## src/rtl/vga_sync_generator_pkg.sv

```systemverilog
// Shared VGA timing constants, quadrant encodings and helpers.
// The colour manager uses the same quadrant codes as its colour-slot address.
// Defaults describe 640x480@60 with a 2-clock pixel period.
package vga_sync_generator_pkg;

  localparam int unsigned DEF_CLK_DIV  = 2;
  localparam int unsigned DEF_H_ACTIVE = 640;
  localparam int unsigned DEF_H_FP     = 16;
  localparam int unsigned DEF_H_SYNC   = 96;
  localparam int unsigned DEF_H_BP     = 48;
  localparam int unsigned DEF_V_ACTIVE = 480;
  localparam int unsigned DEF_V_FP     = 10;
  localparam int unsigned DEF_V_SYNC   = 2;
  localparam int unsigned DEF_V_BP     = 33;
  localparam bit          DEF_SYNC_POL = 1'b0;
  localparam int unsigned DEF_X_WIDTH  = 10;
  localparam int unsigned DEF_Y_WIDTH  = 10;

  // Full period of one axis: visible + front porch + sync + back porch.
  function automatic int unsigned axis_total(input int unsigned active_len,
                                             input int unsigned fp_len,
                                             input int unsigned sync_len,
                                             input int unsigned bp_len);
    return active_len + fp_len + sync_len + bp_len;
  endfunction

  localparam int unsigned DEF_H_TOTAL = axis_total(DEF_H_ACTIVE, DEF_H_FP, DEF_H_SYNC, DEF_H_BP);
  localparam int unsigned DEF_V_TOTAL = axis_total(DEF_V_ACTIVE, DEF_V_FP, DEF_V_SYNC, DEF_V_BP);

  // Quadrant code is {down, right}.
  typedef enum logic [1:0] {
    QUAD_LEFT_UP    = 2'b00,
    QUAD_RIGHT_UP   = 2'b01,
    QUAD_LEFT_DOWN  = 2'b10,
    QUAD_RIGHT_DOWN = 2'b11
  } quad_t;

  function automatic quad_t quad_code(input logic down, input logic right);
    return quad_t'({down, right});
  endfunction

endpackage

```

## src/rtl/vga_sync_generator_if.sv

```systemverilog
// Timing bundle between the sync generator (master) and the colour manager (slave).
// Enable flows from the consumer side; everything else flows from the generator.
// Widths follow the coordinate counter widths of the generator.
interface vga_sync_generator_if #(
  parameter int unsigned X_WIDTH = 10,
  parameter int unsigned Y_WIDTH = 10
);
  import vga_sync_generator_pkg::*;

  logic               Enable;
  logic               Pixel_Tick;
  logic               HSync;
  logic               VSync;
  logic               Active;
  logic [X_WIDTH-1:0] Pixel_X;
  logic [Y_WIDTH-1:0] Pixel_Y;
  quad_t              Quadrant;
  logic               Frame_Start;

  modport master (
    input  Enable,
    output Pixel_Tick, HSync, VSync, Active, Pixel_X, Pixel_Y, Quadrant, Frame_Start
  );

  modport slave (
    output Enable,
    input  Pixel_Tick, HSync, VSync, Active, Pixel_X, Pixel_Y, Quadrant, Frame_Start
  );

endinterface

```

## src/rtl/vga_sync_generator_axis_counter.sv

```systemverilog
// Wrap counter for one screen axis with carry-out and sync/active/half window decode.
// Latency: count updates on the edge where inc_i is high; decodes are combinational on the count.
// Backpressure: none; the counter only moves when inc_i is asserted.
module vga_sync_generator_axis_counter
  import vga_sync_generator_pkg::*;
#(
  parameter int unsigned WIDTH  = 10,
  parameter int unsigned ACTIVE = 640,
  parameter int unsigned FP     = 16,
  parameter int unsigned SYNC   = 96,
  parameter int unsigned BP     = 48
)(
  input  logic             clk_i,
  input  logic             rst_i,
  input  logic             inc_i,
  output logic [WIDTH-1:0] cnt_o,
  output logic             carry_o,
  output logic             sync_o,
  output logic             active_o,
  output logic             upper_o
);

  localparam int unsigned      TOTAL      = axis_total(ACTIVE, FP, SYNC, BP);
  localparam logic [WIDTH-1:0] LAST       = WIDTH'(TOTAL - 1);
  localparam logic [WIDTH-1:0] SYNC_START = WIDTH'(ACTIVE + FP);
  localparam logic [WIDTH-1:0] SYNC_END   = WIDTH'(ACTIVE + FP + SYNC - 1);
  localparam logic [WIDTH-1:0] ACT_END    = WIDTH'(ACTIVE);
  localparam logic [WIDTH-1:0] HALF       = WIDTH'(ACTIVE / 2);

  logic [WIDTH-1:0] cnt_q;
  logic [WIDTH-1:0] cnt_d;
  logic             at_last;

  assign at_last = (cnt_q == LAST);
  assign carry_o = inc_i && at_last;

  // Advance on increment, wrapping from the last position straight to zero.
  always_comb begin
    cnt_d = cnt_q;
    if (inc_i) begin
      cnt_d = at_last ? '0 : cnt_q + 1'b1;
    end
  end

  // Position register.
  always_ff @(posedge clk_i or posedge rst_i) begin
    if (rst_i) begin
      cnt_q <= '0;
    end else begin
      cnt_q <= cnt_d;
    end
  end

  assign cnt_o    = cnt_q;
  assign sync_o   = (cnt_q >= SYNC_START) && (cnt_q <= SYNC_END);
  assign active_o = (cnt_q < ACT_END);
  assign upper_o  = (cnt_q >= HALF);

endmodule

```

## src/rtl/vga_sync_generator.sv

```systemverilog
// VGA timing source: HSync/VSync, active window, pixel coordinates, quadrant, frame pulse.
// Latency: each tick registers the decode of the pixel it consumes; visible one Clk after the tick edge.
// Backpressure: Enable low freezes divider, counters and levels; Pixel_Tick/Frame_Start stay low.
module vga_sync_generator
  import vga_sync_generator_pkg::*;
#(
  parameter int unsigned CLK_DIV  = DEF_CLK_DIV,
  parameter int unsigned H_ACTIVE = DEF_H_ACTIVE,
  parameter int unsigned H_FP     = DEF_H_FP,
  parameter int unsigned H_SYNC   = DEF_H_SYNC,
  parameter int unsigned H_BP     = DEF_H_BP,
  parameter int unsigned V_ACTIVE = DEF_V_ACTIVE,
  parameter int unsigned V_FP     = DEF_V_FP,
  parameter int unsigned V_SYNC   = DEF_V_SYNC,
  parameter int unsigned V_BP     = DEF_V_BP,
  parameter bit          SYNC_POL = DEF_SYNC_POL,
  parameter int unsigned X_WIDTH  = DEF_X_WIDTH,
  parameter int unsigned Y_WIDTH  = DEF_Y_WIDTH
)(
  input  logic                 Clk,
  input  logic                 rst,
  vga_sync_generator_if.master vga
);

  // A one-wide divider still works for CLK_DIV=1: it stays at zero and every enabled Clk ticks.
  localparam int unsigned      DIV_W    = (CLK_DIV > 1) ? $clog2(CLK_DIV) : 1;
  localparam logic [DIV_W-1:0] DIV_LAST = DIV_W'(CLK_DIV - 1);

  logic [DIV_W-1:0]   div_q;
  logic [DIV_W-1:0]   div_d;
  logic               tick;

  logic [X_WIDTH-1:0] h_cnt;
  logic [Y_WIDTH-1:0] v_cnt;
  logic               h_carry, v_carry;
  logic               h_sync, v_sync;
  logic               h_act, v_act;
  logic               h_upper, v_upper;
  logic               in_active;

  logic               pixel_tick_q;
  logic               frame_start_q;
  logic               hsync_q, hsync_d;
  logic               vsync_q, vsync_d;
  logic               active_q, active_d;
  logic [X_WIDTH-1:0] pixel_x_q, pixel_x_d;
  logic [Y_WIDTH-1:0] pixel_y_q, pixel_y_d;
  quad_t              quadrant_q, quadrant_d;

  assign tick = vga.Enable && (div_q == DIV_LAST);

  // Pixel-rate divider: counts enabled Clks, restarting after each tick.
  always_comb begin
    div_d = div_q;
    if (vga.Enable) begin
      div_d = tick ? '0 : div_q + 1'b1;
    end
  end

  // Divider register.
  always_ff @(posedge Clk or posedge rst) begin
    if (rst) begin
      div_q <= '0;
    end else begin
      div_q <= div_d;
    end
  end

  vga_sync_generator_axis_counter #(
    .WIDTH (X_WIDTH),
    .ACTIVE(H_ACTIVE),
    .FP    (H_FP),
    .SYNC  (H_SYNC),
    .BP    (H_BP)
  ) u_h_axis (
    .clk_i   (Clk),
    .rst_i   (rst),
    .inc_i   (tick),
    .cnt_o   (h_cnt),
    .carry_o (h_carry),
    .sync_o  (h_sync),
    .active_o(h_act),
    .upper_o (h_upper)
  );

  // The line counter steps on the horizontal wrap, so both wraps land on the same edge.
  vga_sync_generator_axis_counter #(
    .WIDTH (Y_WIDTH),
    .ACTIVE(V_ACTIVE),
    .FP    (V_FP),
    .SYNC  (V_SYNC),
    .BP    (V_BP)
  ) u_v_axis (
    .clk_i   (Clk),
    .rst_i   (rst),
    .inc_i   (h_carry),
    .cnt_o   (v_cnt),
    .carry_o (v_carry),
    .sync_o  (v_sync),
    .active_o(v_act),
    .upper_o (v_upper)
  );

  assign in_active = h_act && v_act;

  // Level outputs capture the decode of the pixel consumed by the tick and hold in between.
  always_comb begin
    hsync_d    = hsync_q;
    vsync_d    = vsync_q;
    active_d   = active_q;
    pixel_x_d  = pixel_x_q;
    pixel_y_d  = pixel_y_q;
    quadrant_d = quadrant_q;
    if (tick) begin
      hsync_d    = h_sync ? SYNC_POL : ~SYNC_POL;
      vsync_d    = v_sync ? SYNC_POL : ~SYNC_POL;
      active_d   = in_active;
      pixel_x_d  = in_active ? h_cnt : '0;
      pixel_y_d  = in_active ? v_cnt : '0;
      quadrant_d = in_active ? quad_code(v_upper, h_upper) : QUAD_LEFT_UP;
    end
  end

  // Output registers; pulses come from the same edge as the level update they accompany.
  always_ff @(posedge Clk or posedge rst) begin
    if (rst) begin
      pixel_tick_q  <= 1'b0;
      frame_start_q <= 1'b0;
      hsync_q       <= ~SYNC_POL;
      vsync_q       <= ~SYNC_POL;
      active_q      <= 1'b0;
      pixel_x_q     <= '0;
      pixel_y_q     <= '0;
      quadrant_q    <= QUAD_LEFT_UP;
    end else begin
      pixel_tick_q  <= tick;
      frame_start_q <= v_carry;
      hsync_q       <= hsync_d;
      vsync_q       <= vsync_d;
      active_q      <= active_d;
      pixel_x_q     <= pixel_x_d;
      pixel_y_q     <= pixel_y_d;
      quadrant_q    <= quadrant_d;
    end
  end

  assign vga.Pixel_Tick  = pixel_tick_q;
  assign vga.Frame_Start = frame_start_q;
  assign vga.HSync       = hsync_q;
  assign vga.VSync       = vsync_q;
  assign vga.Active      = active_q;
  assign vga.Pixel_X     = pixel_x_q;
  assign vga.Pixel_Y     = pixel_y_q;
  assign vga.Quadrant    = quadrant_q;

endmodule

```

## src/flat_wrapper.sv

```systemverilog
// flat-port wrapper written by rule: the top's interface ports become plain ports
module vga_sync_generator_flat import vga_sync_generator_pkg::*;
#(
  parameter int unsigned CLK_DIV  = DEF_CLK_DIV,
  parameter int unsigned H_ACTIVE = DEF_H_ACTIVE,
  parameter int unsigned H_FP     = DEF_H_FP,
  parameter int unsigned H_SYNC   = DEF_H_SYNC,
  parameter int unsigned H_BP     = DEF_H_BP,
  parameter int unsigned V_ACTIVE = DEF_V_ACTIVE,
  parameter int unsigned V_FP     = DEF_V_FP,
  parameter int unsigned V_SYNC   = DEF_V_SYNC,
  parameter int unsigned V_BP     = DEF_V_BP,
  parameter bit          SYNC_POL = DEF_SYNC_POL,
  parameter int unsigned X_WIDTH  = DEF_X_WIDTH,
  parameter int unsigned Y_WIDTH  = DEF_Y_WIDTH
)
  (Clk, rst, vga_Enable, vga_Pixel_Tick, vga_HSync, vga_VSync, vga_Active, vga_Pixel_X, vga_Pixel_Y, vga_Quadrant, vga_Frame_Start);
  vga_sync_generator_if #(.X_WIDTH(X_WIDTH), .Y_WIDTH(Y_WIDTH)) vga_i ();
  input  logic Clk;
  input  logic rst;
  input wire logic [$bits(vga_i.Enable)-1:0] vga_Enable;
  output wire logic [$bits(vga_i.Pixel_Tick)-1:0] vga_Pixel_Tick;
  output wire logic [$bits(vga_i.HSync)-1:0] vga_HSync;
  output wire logic [$bits(vga_i.VSync)-1:0] vga_VSync;
  output wire logic [$bits(vga_i.Active)-1:0] vga_Active;
  output wire logic [$bits(vga_i.Pixel_X)-1:0] vga_Pixel_X;
  output wire logic [$bits(vga_i.Pixel_Y)-1:0] vga_Pixel_Y;
  output wire logic [$bits(vga_i.Quadrant)-1:0] vga_Quadrant;
  output wire logic [$bits(vga_i.Frame_Start)-1:0] vga_Frame_Start;
  assign vga_i.Enable = vga_Enable;
  assign vga_Pixel_Tick = vga_i.Pixel_Tick;
  assign vga_HSync = vga_i.HSync;
  assign vga_VSync = vga_i.VSync;
  assign vga_Active = vga_i.Active;
  assign vga_Pixel_X = vga_i.Pixel_X;
  assign vga_Pixel_Y = vga_i.Pixel_Y;
  assign vga_Quadrant = vga_i.Quadrant;
  assign vga_Frame_Start = vga_i.Frame_Start;
  vga_sync_generator #(.CLK_DIV(CLK_DIV), .H_ACTIVE(H_ACTIVE), .H_FP(H_FP), .H_SYNC(H_SYNC), .H_BP(H_BP), .V_ACTIVE(V_ACTIVE), .V_FP(V_FP), .V_SYNC(V_SYNC), .V_BP(V_BP), .SYNC_POL(SYNC_POL), .X_WIDTH(X_WIDTH), .Y_WIDTH(Y_WIDTH)) u_core (.Clk(Clk), .rst(rst), .vga(vga_i));
endmodule
```

## config.mk

```make
export PLATFORM = sky130hd
export DESIGN_NAME = vga_sync_generator_flat
export DESIGN_NICKNAME = d
export VERILOG_FILES = /design/src/rtl/vga_sync_generator_pkg.sv /design/src/rtl/vga_sync_generator_if.sv /design/src/rtl/vga_sync_generator_axis_counter.sv /design/src/rtl/vga_sync_generator.sv /design/src/flat_wrapper.sv
export SDC_FILE = /design/constraint.sdc
export NUM_CORES = 1
export LEC_CHECK = 0
export BUFFER_PORTS_ARGS = -buffer_cell sky130_fd_sc_hd__buf_2
export CAP_MARGIN = 15
export CORE_ASPECT_RATIO = 2
export CORE_MARGIN = 8
export CORE_UTILIZATION = 63
export CTS_BUF_LIST = sky130_fd_sc_hd__clkbuf_4 sky130_fd_sc_hd__clkbuf_8
export DETAILED_ROUTE_END_ITERATION = 8
export GPL_TIMING_DRIVEN = 0
export PLACE_DENSITY = 0.95
export SLEW_MARGIN = 15
export SYNTH_ARGS = -nofsm -noshare
export SYNTH_HDL_FRONTEND = slang
export SYNTH_SLANG_ARGS = --single-unit
export TNS_END_PERCENT = 1
```

## constraint.sdc

```tcl
create_clock -name Clk -period 4.6 [get_ports Clk]
set_input_delay 0.46 -clock Clk [delete_from_list [all_inputs] [get_ports Clk]]
set_output_delay 0.46 -clock Clk [all_outputs]
set_load 0.1 [all_outputs]
```

Word-level counts from Yosys, hierarchy flattened
Cells that the tools add are included.
W data, S select, Z words.
{"block": "op_classes", "addsub": 3, "n_mul": 0, "div": 0, "n_lt_le_gt_ge": 8, "eq_ne": 2, "shifts": 0, "n_mux": 8, "bitwise_logic": 0, "n_reduce_logical": 6}
{"operator": "$mux W10", "count": 4}
{"operator": "$add A10 B1 Y10 const B", "count": 2}
{"operator": "$eq A10 B10 Y1 const B", "count": 2}
{"operator": "$ge A10 B9 Y1 const B", "count": 2}
{"operator": "$ge A10 B10 Y1 const B", "count": 1}
{"operator": "$ge A10 B8 Y1 const B", "count": 1}
{"operator": "$le A10 B10 Y1 const B", "count": 1}
{"operator": "$le A10 B9 Y1 const B", "count": 1}
{"operator": "$lt A10 B10 Y1 const B", "count": 1}
{"operator": "$lt A10 B9 Y1 const B", "count": 1}
{"operator": "$logic_and A1 B1 Y1", "count": 6}
{"operator": "$mux W1", "count": 3}
{"operator": "$mux W2", "count": 1}
{"operator": "$add A1 B1 Y1 const B", "count": 1}
{"block": "totals", "regBits": 48, "latchBits": 0, "mem_bits_rw": 0, "rom_bits": 0, "inputBits": 3, "n_memories": 0}

Logic depth before layout (Yosys ltp)
{"block": "logic_depth", "word_depth": 3, "mapped_depth": 6, "ltp_nobuf": 6}

Hierarchy
From an unflattened synthesis, not the netlist that was laid out.
{"block": "unflattened", "cells_unflattened": 183, "hier_area_um2": 2197.1}
{"module": "vga_sync_generator", "instances": 1, "cells_per_inst": 65, "area_each_um2": 1016.0, "seq_area_each_um2": 703.2}
{"module": "vga_sync_generator_axis_counter (u_core.u_h_axis)", "instances": 1, "cells_per_inst": 61, "area_each_um2": 604.3, "seq_area_each_um2": 250.2}
{"module": "vga_sync_generator_axis_counter (u_core.u_v_axis)", "instances": 1, "cells_per_inst": 57, "area_each_um2": 576.8, "seq_area_each_um2": 250.2}

Worst setup path before layout
Ideal clock, no wire load.
{"block": "synth_path", "path_type": "register to register", "startpoint": "register u_core.u_h_axis.cnt_q[5] (netlist: u_core.u_h_axis.cnt_o[5])", "endpoint": "register u_core.u_v_axis.cnt_q[7] (netlist: u_core.u_v_axis.cnt_o[7])", "setup_ns": 0.125, "t_arrival_ns": 1.870, "required_time_ns": 4.475, "path_slack_ns": 2.605, "path_stages_with_launch": 6, "cell_sequence": "dfrtp_1 or2_0 buf_2 or4_4 or3_2 xnor2_1"}
{"block": "synth_between", "elab_chain_cells": 2}
{"item": "from (decl)", "line": "vga_sync_generator_axis_counter.sv:30", "source": "logic [WIDTH-1:0] cnt_q;"}
{"item": "from (signal assigned)", "line": "vga_sync_generator_axis_counter.sv:50", "source": "cnt_q <= cnt_d;"}
{"item": "$eq A10 B10 Y1", "line": "vga_sync_generator_axis_counter.sv:34", "source": "assign at_last = (cnt_q == LAST);"}
{"item": "$logic_and A1 B1 Y1", "line": "vga_sync_generator_axis_counter.sv:35", "source": "assign carry_o = inc_i && at_last;"}
{"item": "to (signal assigned)", "line": "vga_sync_generator_axis_counter.sv:50"}
{"item": "to (decl)", "line": "vga_sync_generator_axis_counter.sv:30"}
No other way between the ends.
A chain may end at the register's enable or synchronous reset.

Worst setup path in the final report
{"block": "layout_path", "startpoint": "register u_core.u_h_axis.cnt_q[6] (netlist: u_core.u_h_axis.cnt_o[6])", "endpoint": "register u_core.u_v_axis.cnt_q[9] (netlist: u_core.u_v_axis.cnt_o[9])"}
The elaborated chain is that of the path after synthesis.

==> metrics.md <==
| Metric | Value |
|---|---|
| Leak Pwr | 1.192 nW |
| Initial antenna violation count | 0 |
| Crit Path Class | reg2reg |
| Max_cap viols | 0 |
| Power density cells | 586.8 nW/um2 |
| Cell Area, Synth | between 2000 and 2500 um2 |
| Slew Limit Fails | 0 |
| Initial core utilization | between 60 and 70% |
| Reg area | approximately 1200 um2 |
| CP arrival | roughly 2.4 ns |
| Worst hold margin | 0.1521 ns |
| Sink Count | 48 |
| Vias in the first global route | ~1600 |
| Die area | 5573 um2 |
| DR vias | between 1500 and 2000 |
| Post-route insts no fill | 258 |
| Placed insts | 250 |
| Placed cell area | between 2000 and 2500 um2 |
| ANT cells | 0 |
| IO Pins | 30 |
| Most frequent cells in the layout | dfrtp_1, buf_2, a22o_1 |
| CTS tree | done |
| Hold_buf cts | 0 |
| Fill cells | approximately 230 |
| Area Overhead vs Synth | 15.17% |
| Iter 0 DRT Violations | 87 |
| Clk buf depth | 2 |
| RSZ-0062 raised after global routing | no |
| IO Port Bufs | 29 |
| Wire per inst | 17.82 um |
| First-pass GRT wire length | between 7 and 8 mm |
| Syn. warnings | 0 |
| Post-CTS sizing | 0 |
| Post-CTS setup repair buffer count | 0 |
| Drt first pass iters | 4 |
| Top cells by area, synth | dfrtp_1, a22o_1, xnor2_1, ha_1, nand3_1 |
| Gpl congestion | ~0.9 |
| Setup_tns | 0 ns |
| Final Power | roughly 1.4 mW |
| Clock latency on the worst-skew pair | 0.30 ns |
| Hold WC Path Type | in2async |
| Register area share after synthesis | 56.99% |
| Pin count of the biggest net entering global routing | 29 |
| Most common cell after layout, fill and taps aside | dfrtp_1 |
| Crit-path max FO | 6 |
| Area of the multi-input gates | between 800 and 900 um2 |
| Slew at the pin with the worst max-slew slack | 0.8768 ns |
| Final hold vios | 0 |
| Synthesized flop and latch total | between 40 and 50 |
| Drt via density | between 6 and 7 |
| CTS buffer count | 5 |
| Fraction of layout cells with a size suffix above 1 | between 20 and 25% |
| Placeable core area | ~3300 um2 |
| Synth top area share | 54.50% |
| # rows | 30 |
| Die outline height | 97.88 um |
| Total grt overflow | 0 |
| Cells after Synth | ~190 |
| Worst EP required | just under 5 ns |
| Clock transition at the registers of the reported paths | roughly 0.090 ns |
| Residual DRC | 0 |
| Max Clk Rate | approximately 0.47 GHz |
| Non-Filler Cell Area, Final | around 2400 um2 |
| Startpoint class of the critical path | flop |
| Skew final | 0.007528 ns |
| Max transition margin | between 40% and 50% |
| Library cells used by synthesis | 39 |
| Syn nets | ~200 |
| Worst VDD drop | a little under 0.4 mV |
| Largest area contributor in the netlist | dfrtp_1 |
| Antenna Violating Nets Remaining | 0 |
| Syn avg cell area | roughly 11 um2 |
| Critical Path Sink Type | flop |
| Final Cycle Share | 46.60% |
| # nets final | roughly 230 |
| Overall Global Routing Usage | between 10% and 20% |
| Final count of negative-setup-slack endpoints | 0 |
| Min Tclk post-route | approximately 2.1 ns |
| Chip width | around 57 um |
| CTS root buf | clkbuf_8 |
| HPWL after DPL | roughly 3.4 mm |
| Total wire length | approximately 4.6 mm |
| Status | finished clean |
| CTS H-tree lvls | 2 |
metal layers:
metal,vias up,wire length [um],global-route usage [%]
met5,-,0,0
met4,0,76,6.727
met3,10,236,5.065
met2,57,2436,27.88
met1,794,1848,19.51
li1,763,-,-
final timing paths:
kind,startpoint,endpoint,cells past startpoint,slack (ns)
min in group Clk,vga_Enable,u_core.div_q,2,0.36
min reg2reg,u_core.vga.Quadrant[1],u_core.vga.Quadrant[1],2,0.48
min,rst,u_core.vga.Pixel_Y[9],2,0.15
max reg2reg,u_core.u_h_axis.cnt_o[6],u_core.u_v_axis.cnt_o[9],5,2.46
max in group asynchronous,rst,u_core.vga.VSync,3,3.88
max,u_core.u_h_axis.cnt_o[6],u_core.u_v_axis.cnt_o[9],5,2.46
critical path, stage by stage (launching register included):
cell     delay, ns
dfrtp_1       0.47
or2_0         0.23
buf_2         0.16
or4_4         0.55
or4_1         0.50
a21oi_1       0.16
where the power goes:
group | internal, mW | switching [mW]
clock | 0.164 | 0.140
combinational | 0.103 | 0.461
sequential | 0.496 | 0.0640
total | 0.762 | 0.665
flip-flops by register name, summed over array words and instances (netlist names):
| name | count |
|---|---|
| u_core.vga.Quadrant | 2 |
| u_core.u_h_axis.cnt_o | 10 |
| u_core.vga.Active | 1 |
| u_core.vga.Pixel_Tick | 1 |
| u_core.vga.Frame_Start | 1 |
| u_core.vga.VSync | 1 |
| u_core.div_q | 1 |
| u_core.u_v_axis.cnt_o | 10 |
| u_core.vga.HSync | 1 |
| u_core.vga.Pixel_X | 10 |
| u_core.vga.Pixel_Y | 10 |
cells by family after synthesis:
logic type / Yosys count / synth area share (%)
flops: 48 / 56.99
compound gates: 42 / 14.75
buf+inv: 20 / 3.792
simple gates: 61 / 16.53
xor+xnor: 12 / 4.977
fa+ha+maj: 5 / 2.962
cells in the mapped netlist:
cell type,instances
dfrtp_1,46
a22o_1,18
nand2_1,13
nand3_1,12
o21ai_0,9
xnor2_1,9
inv_1,8
clkbuf_1,7
nor2_1,7
ha_1,5
nor4_1,5
a21oi_1,4
buf_2,4
nand4_1,4
or4_1,4
o31ai_1,3
xor2_1,3
a21o_1,2
and3_1,2
and4_1,2
dfstp_2,2
o21a_1,2
a2111oi_0,1
a22o_2,1
a31oi_1,1
and2_1,1
and3_2,1
buf_1,1
nand4b_1,1
nor3_1,1
nor4_2,1
nor4b_1,1
nor4bb_1,1
o2111a_1,1
or2_0,1
or2b_1,1
or3_1,1
or3_2,1
or4_4,1
final cells by class:
cell class,count,area share [%]
Inverter,8,1.235
Clock buffer,5,2.829
Clock inverter,3,1.903
Multi-Input combinational cell,120,34.05
Sequential cell,48,49.49
Timing Repair Buffer,30,6.790
Tap cell,32,1.646
Buffer,12,2.058
metrics by stage:
| step | util [%] | setup WS (ns) |
|---|---|---|
| detailed placement | 70.15 | 2.486 |
| finish | 73.64 | 2.456 |
| global route | 73.64 | 2.230 |
| floorplan | - | 2.605 |
| global placement | 69.55 | 2.523 |
| CTS | 73.64 | 2.444 |
(Power assumes the default switching activity.)
